<file path="config.mk">
export PLATFORM = sky130hd
export DESIGN_NAME = ws2812_bit_encoder_flat
export DESIGN_NICKNAME = d
export VERILOG_FILES = /design/src/rtl/leaflab_pkg.sv /design/src/rtl/ws2812_bit_encoder_if.sv /design/src/rtl/ws2812_bit_encoder.sv /design/src/flat_wrapper.sv
export SDC_FILE = /design/constraint.sdc
export NUM_CORES = 1
export LEC_CHECK = 0
export BUFFER_PORTS_ARGS = -buffer_cell sky130_fd_sc_hd__buf_2
export CORE_MARGIN = 4
export CORE_UTILIZATION = 50
export DETAILED_ROUTE_END_ITERATION = 6
export PLACE_DENSITY = 0.72
export SLEW_MARGIN = 20
export SYNTH_ARGS = -nofsm -noshare
export SYNTH_HDL_FRONTEND = slang
export SYNTH_SLANG_ARGS = --single-unit
</file>
<file path="constraint.sdc">
create_clock -name i_clk -period 1.7 [get_ports i_clk]
set_input_delay 0.255 -clock i_clk [delete_from_list [all_inputs] [get_ports i_clk]]
set_output_delay 0.255 -clock i_clk [all_outputs]
set_load 0.05 [all_outputs]
</file>
<file path="src/rtl/leaflab_pkg.sv">
// Shared types and 50 MHz timing defaults for the LED strip datapath.
package leaflab_pkg;

    typedef enum logic [1:0] {
        IDLE  = 2'd0,
        HIGH  = 2'd1,
        LOW   = 2'd2,
        LATCH = 2'd3
    } enc_state_t;

    localparam int unsigned DEF_T0H_CYCLES   = 20;
    localparam int unsigned DEF_T1H_CYCLES   = 40;
    localparam int unsigned DEF_BIT_CYCLES   = 63;
    localparam int unsigned DEF_RESET_CYCLES = 2500;

    function automatic int unsigned max_u(input int unsigned a, input int unsigned b);
        return (a > b) ? a : b;
    endfunction

endpackage

</file>
<file path="src/rtl/ws2812_bit_encoder_if.sv">
// Read side of the first-word-fall-through bit FIFO, named from the encoder's view.
interface ws2812_bit_encoder_if;
    logic i_fifo_data;
    logic i_fifo_empty;
    logic o_fifo_read;

    modport master (
        input  i_fifo_data,
        input  i_fifo_empty,
        output o_fifo_read
    );

    modport slave (
        output i_fifo_data,
        output i_fifo_empty,
        input  o_fifo_read
    );
endinterface

</file>
<file path="src/rtl/ws2812_bit_encoder.sv">
// Pops bits from the FIFO and emits WS2812 NRZ pulses, closing each frame with a low latch period.
module ws2812_bit_encoder
    import leaflab_pkg::*;
#(
    parameter int unsigned T0H_CYCLES   = DEF_T0H_CYCLES,
    parameter int unsigned T1H_CYCLES   = DEF_T1H_CYCLES,
    parameter int unsigned BIT_CYCLES   = DEF_BIT_CYCLES,
    parameter int unsigned RESET_CYCLES = DEF_RESET_CYCLES
) (
    input  logic                 i_clk,
    input  logic                 i_reset,
    input  logic                 i_enable,
    ws2812_bit_encoder_if.master fifo,
    output logic                 o_led_data,
    output logic                 o_busy,
    output logic                 o_frame_done
);

    localparam int unsigned CNT_W = $clog2(max_u(BIT_CYCLES, RESET_CYCLES) + 1);

    localparam logic [CNT_W-1:0] T0H_LAST   = CNT_W'(T0H_CYCLES - 1);
    localparam logic [CNT_W-1:0] T1H_LAST   = CNT_W'(T1H_CYCLES - 1);
    localparam logic [CNT_W-1:0] BIT_LAST   = CNT_W'(BIT_CYCLES - 1);
    localparam logic [CNT_W-1:0] RESET_LAST = CNT_W'(RESET_CYCLES - 1);

    if (!((T0H_CYCLES > 0) && (T0H_CYCLES < T1H_CYCLES) &&
          (T1H_CYCLES < BIT_CYCLES) && (RESET_CYCLES >= 1))) begin : g_bad_params
        $fatal(1, "ws2812_bit_encoder: illegal timing parameters");
    end

    enc_state_t       r_state;
    enc_state_t       w_state_nxt;
    logic [CNT_W-1:0] r_cnt;
    logic [CNT_W-1:0] w_cnt_nxt;
    logic             r_bit;
    logic             w_bit_nxt;
    logic             r_led_data;
    logic             w_pop_ok;
    logic             w_pop;
    logic             w_frame_done;
    logic             w_high_last;

    assign w_pop_ok    = i_enable & ~fifo.i_fifo_empty & ~i_reset;
    assign w_high_last = r_bit ? (r_cnt == T1H_LAST) : (r_cnt == T0H_LAST);

    always_ff @(posedge i_clk) begin
        if (i_reset) begin
            r_state    <= IDLE;
            r_cnt      <= '0;
            r_bit      <= 1'b0;
            r_led_data <= 1'b0;
        end else begin
            r_state    <= w_state_nxt;
            r_cnt      <= w_cnt_nxt;
            r_bit      <= w_bit_nxt;
            // Registered line follows the state being entered, so it rises the cycle after a pop.
            r_led_data <= (w_state_nxt == HIGH);
        end
    end

    always_comb begin
        w_state_nxt  = r_state;
        w_cnt_nxt    = r_cnt + CNT_W'(1);
        w_bit_nxt    = r_bit;
        w_pop        = 1'b0;
        w_frame_done = 1'b0;

        case (r_state)
            IDLE: begin
                w_cnt_nxt = '0;
                if (w_pop_ok) begin
                    w_pop       = 1'b1;
                    w_bit_nxt   = fifo.i_fifo_data;
                    w_state_nxt = HIGH;
                end
            end
            HIGH: begin
                if (w_high_last) begin
                    w_state_nxt = LOW;
                end
            end
            LOW: begin
                // cnt keeps running from the first HIGH cycle, so the bit period is BIT_CYCLES.
                if (r_cnt == BIT_LAST) begin
                    w_cnt_nxt = '0;
                    if (w_pop_ok) begin
                        w_pop       = 1'b1;
                        w_bit_nxt   = fifo.i_fifo_data;
                        w_state_nxt = HIGH;
                    end else begin
                        w_state_nxt = LATCH;
                    end
                end
            end
            LATCH: begin
                if (r_cnt == RESET_LAST) begin
                    w_frame_done = 1'b1;
                    w_cnt_nxt    = '0;
                    w_state_nxt  = IDLE;
                end
            end
            default: begin
                w_state_nxt = IDLE;
                w_cnt_nxt   = '0;
            end
        endcase
    end

    assign fifo.o_fifo_read = w_pop;
    assign o_led_data       = r_led_data;
    assign o_busy           = (r_state != IDLE);
    assign o_frame_done     = w_frame_done;

endmodule

</file>
<file path="src/flat_wrapper.sv">
// flat-port wrapper written by rule: the top's interface ports become plain ports
module ws2812_bit_encoder_flat import leaflab_pkg::*;
#(
    parameter int unsigned T0H_CYCLES   = DEF_T0H_CYCLES,
    parameter int unsigned T1H_CYCLES   = DEF_T1H_CYCLES,
    parameter int unsigned BIT_CYCLES   = DEF_BIT_CYCLES,
    parameter int unsigned RESET_CYCLES = DEF_RESET_CYCLES
)
  (i_clk, i_reset, i_enable, o_led_data, o_busy, o_frame_done, fifo_i_fifo_data, fifo_i_fifo_empty, fifo_o_fifo_read);
  ws2812_bit_encoder_if fifo_i ();
  input  logic i_clk;
  input  logic i_reset;
  input  logic i_enable;
  output logic o_led_data;
  output logic o_busy;
  output logic o_frame_done;
  input wire logic [$bits(fifo_i.i_fifo_data)-1:0] fifo_i_fifo_data;
  input wire logic [$bits(fifo_i.i_fifo_empty)-1:0] fifo_i_fifo_empty;
  output wire logic [$bits(fifo_i.o_fifo_read)-1:0] fifo_o_fifo_read;
  assign fifo_i.i_fifo_data = fifo_i_fifo_data;
  assign fifo_i.i_fifo_empty = fifo_i_fifo_empty;
  assign fifo_o_fifo_read = fifo_i.o_fifo_read;
  ws2812_bit_encoder #(.T0H_CYCLES(T0H_CYCLES), .T1H_CYCLES(T1H_CYCLES), .BIT_CYCLES(BIT_CYCLES), .RESET_CYCLES(RESET_CYCLES)) u_core (.i_clk(i_clk), .i_reset(i_reset), .i_enable(i_enable), .fifo(fifo_i), .o_led_data(o_led_data), .o_busy(o_busy), .o_frame_done(o_frame_done));
endmodule
</file>
==> results summary <==
The final wirelength is 1900 microns. The routed wire length per instance came out at 13.8 microns. The area taken by flip-flops and latches is 322 sq um. Of the synthesized area, sequential elements account for 37.5%.

The final reports fail on setup timing. The final standard cell count with taps included and fillers excluded came out at 138. The aggregate global-route resource usage is 17.5%. The initial antenna violation count was 0. Counting every net in the synthesized netlist gives 103. The reported max-cap violation count came out at 0.

The worst slew margin relative to its limit came out at 75.8%. The detailed-route DRC error count is 0. Once detail routing completed, the nets flagged for antenna violations numbered 0. The total count of max-transition violations in the final report is 0. The hold-critical path depth is 2. The synthesized area is 855 sq um. In this run the count of I/O pins placed on the die edge is 9.

The unique cell type count in the Yosys netlist is 32. The final count of hold timing violations came out at 0. STA classifies the critical path endpoint as an output port. In this run the mean area of a mapped cell was 8.90 sq um. Setup repair after global routing could not meet its margin everywhere. Power spread over the standard cell area amounts to 595 nW/um^2. The row count came out at 14. The overflow left after global routing is 0. The static power due to leakage is 0.417 nW. The area added between synthesis and finish is 24.6%. For the worst setup path, the data arrival time is 1740 ps. The pin count of the biggest net entering global routing came out at 9. Counting tap cells, the placed design contains a total of 131 instances.

The last weighted congestion value of the routability-driven placer came out at 0.777. The first global-routing pass estimated 3240 microns of wire. The slowest stage of the critical path is the or4_4 cell. The core area came out at 1560 sq um. For this run, the slowest stage of the critical path takes 560 ps. The synthesized netlist cell count came out at 96. The gate family responsible for the most delay along the worst path is simple AND/OR/NAND/NOR gates.

For this design, the sink count on the clock tree is 16. The starting density of the core came out at 54.8%. The largest buffer count on any clock path came out at 2. The later pin in the worst-skew pair is clocked with a latency of 280 ps. The layout net count is 131.

Counting I/O delays and the setup requirement, the final critical path takes 1990 ps. The pin slew with the least headroom to its limit is 358 ps. The die outline area is 2430 sq um. The deepest level of the CTS H-tree is 1. The largest clock skew in the final design is 4.57 ps.

The maximum fanout along the worst path came out at 2. The die boundary height is 49.3 microns. Traced cell by cell, the critical path runs through or4_4 > o41ai_4 > and2_4 > buf_8. The Yosys step of the flow raised 0 warnings. The depth of the worst register-to-register path is 5. After clock tree synthesis, the clock-pin slew on the worst setup and hold paths is 90 ps. The setup violation total in the final timing report came out at 14. The total buffers and inverters traversed by the critical path is 1. The critical path is of the reg -> out type. STA puts the critical path data required time at 1440 ps. The ratio of cells with drive above 1 in the final layout came out at 31.1%. The number of buffers added by the clock tree synthesis step came out at 3. The repair_antennas step left the layout with diodes totalling 0. The CTS tree is done. The critical path launch point type is a flop. The worst ir drop on vdd is 0.508 mV. The flow ran to the end, but the final reports show violations.

The achievable clock frequency is 501 MHz. After layout, the design draws a total of 0.633 mW. The critical path runs through a total of 4 cells.

The portion of the clock cycle consumed by the worst path in the final layout is 117%. In this run the tool buffered the top-level ports with 8 buffer cells. Counting the fill cells in the layout gives 138.

The root buffer cell chosen for the clock tree is clkbuf_4. The first detailed-routing pass ran for 4 iterations. The routed layout has 785 vias. Summing all multi-input logic gate instances after layout gives 494 sq um. The via count of the first global-routing pass came out at 704. Counting flops and latches in the post-synthesis netlist gives 16. Cells fill 68.3% of the core in the end. The worst setup slack after layout came out at -295 ps. In this run, the number of DRC markers left after iteration 0 of detailed routing was 21. In this run the worst hold path is classified as in -> reg.

The HPWL after detailed placement is 1320 microns. The via-per-instance ratio is 5.69. Measured along the x axis, the die boundary spans 49.3 microns. The hold buffer count at CTS came out at 0.
-- worst register-to-register path, delay by kind of cell (launching register included) --
| family | cells | cell delay (ps) |
|---|---|---|
| simple gates | 2 | 640 |
| compound gates | 2 | 520 |
| flops | 1 | 320 |
| buf+inv | 1 | 180 |
-- timing repair --
item | in CTS | in global routing
setup endpoints to repair | 14 | 16
buffers inserted | 1 | 2
pin swaps | 2 | 5
resized for setup | 8 | 0
cloned | 1 | 0
-- cells in the mapped netlist --
library cell  number  area [sq um]
a211o_1            1          8.76
a21oi_1            2          10.0
a221o_2            1          11.3
a31oi_1            1          6.26
and2_1             1          6.26
and2_2             1          7.51
and3_2             1          7.51
and3b_1            1          8.76
and4_1             2          17.5
and4b_1            1          10.0
buf_4              1          7.51
buf_6              3          33.8
dfxtp_1           16           320
ha_1               2          25.0
inv_1              4          15.0
nand2_1            7          26.3
nand2b_1           3          18.8
nand3_1            5          25.0
nand4_1            3          18.8
nor2_1            15          56.3
nor3_1             3          15.0
nor4_1             2          12.5
nor4b_1            3          26.3
o2111ai_1          1          8.76
o211ai_1           1          7.51
o21ai_0            1          5.00
o41ai_4            1          27.5
or2_2              1          6.26
or3_1              1          6.26
or4_4              1          11.3
xnor2_1            5          43.8
xor2_1             5          43.8
-- logic make-up after synthesis --
logic type	share of synthesized area, %
simple gates	32.8
flops	37.5
xor+xnor	10.2
compound gates	9.96
buf+inv	6.59
fa+ha+maj	2.93
-- power breakdown --
group	switching (mW)	leakage [nW]	total (mW)	internal, mW
Sequential	0.00441	0.130	0.385	0.381
Combinational	0.0342	0.274	0.0543	0.0201
Clock	0.112	0.0138	0.194	0.0822
-- worst paths after layout --
kind                                                  from                            to  slack [ps]
worst max-delay path            u_core.r_cnt[7]$_SDFF_PP0_              fifo_o_fifo_read        -290
worst min-delay path                               i_reset  u_core.r_state[1]$_SDFF_PP0_         220
worst max register to register  u_core.r_cnt[7]$_SDFF_PP0_    u_core.r_cnt[7]$_SDFF_PP0_         -60
worst min register to register   u_core.r_bit$_SDFFE_PP0P_     u_core.r_bit$_SDFFE_PP0P_         520
-- metrics by stage --
step | cell area (sq um) | worst slack (ps) | hold slack, ps | TNS, ps
3_5_place_dp | 987 | -94.4 | 490 | -786
3_3_place_gp | 987 | -52.3 | 476 | -201
2_1_floorplan | 856 | 29.6 | 324 | 0
5_1_grt | 1060 | -362 | 213 | -1870
6_report | 1060 | -295 | 221 | -833
4_1_cts | 1050 | -313 | 200 | -743
-- cell usage in the layout (no fill, tap or decap), types with 2 or more instances in the layout --
master and n:
nor3_1 3, xor2_1 5, nor4_1 2, ha_1 2, xnor2_1 5, clkbuf_4 3, nand4_1 3, a21oi_1 2
buf_4 18, buf_2 6, nand3_1 5, inv_1 4, nor2_1 14, nand2_1 7, dfxtp_1 15, nand2b_1 3
nor4b_1 3
-- registers in the layout, summed over array words and instances, names as in the netlist --
| register | count |
|---|---|
| u_core.r_bit | 1 |
| u_core.o_led_data | 1 |
| u_core.r_state | 2 |
| u_core.r_cnt | 12 |
-- per-layer routing --
layer	track usage [%]	share of wire, %
met5	0	0
met4	9.48	2.9
met3	3.98	7.1
met2	26.8	46
met1	22.4	44
-- area by class of cell --
| class | instances | area share [%] |
|---|---|---|
| multi-input cells | 73 | 46.4 |
| inverters | 4 | 1.41 |
| repair buffers | 26 | 18.0 |
| flip-flops and latches | 16 | 30.2 |
| clock buffers | 3 | 2.12 |
| well taps | 16 | 1.88 |
Note: power is estimated with default switching activity, not from simulation.
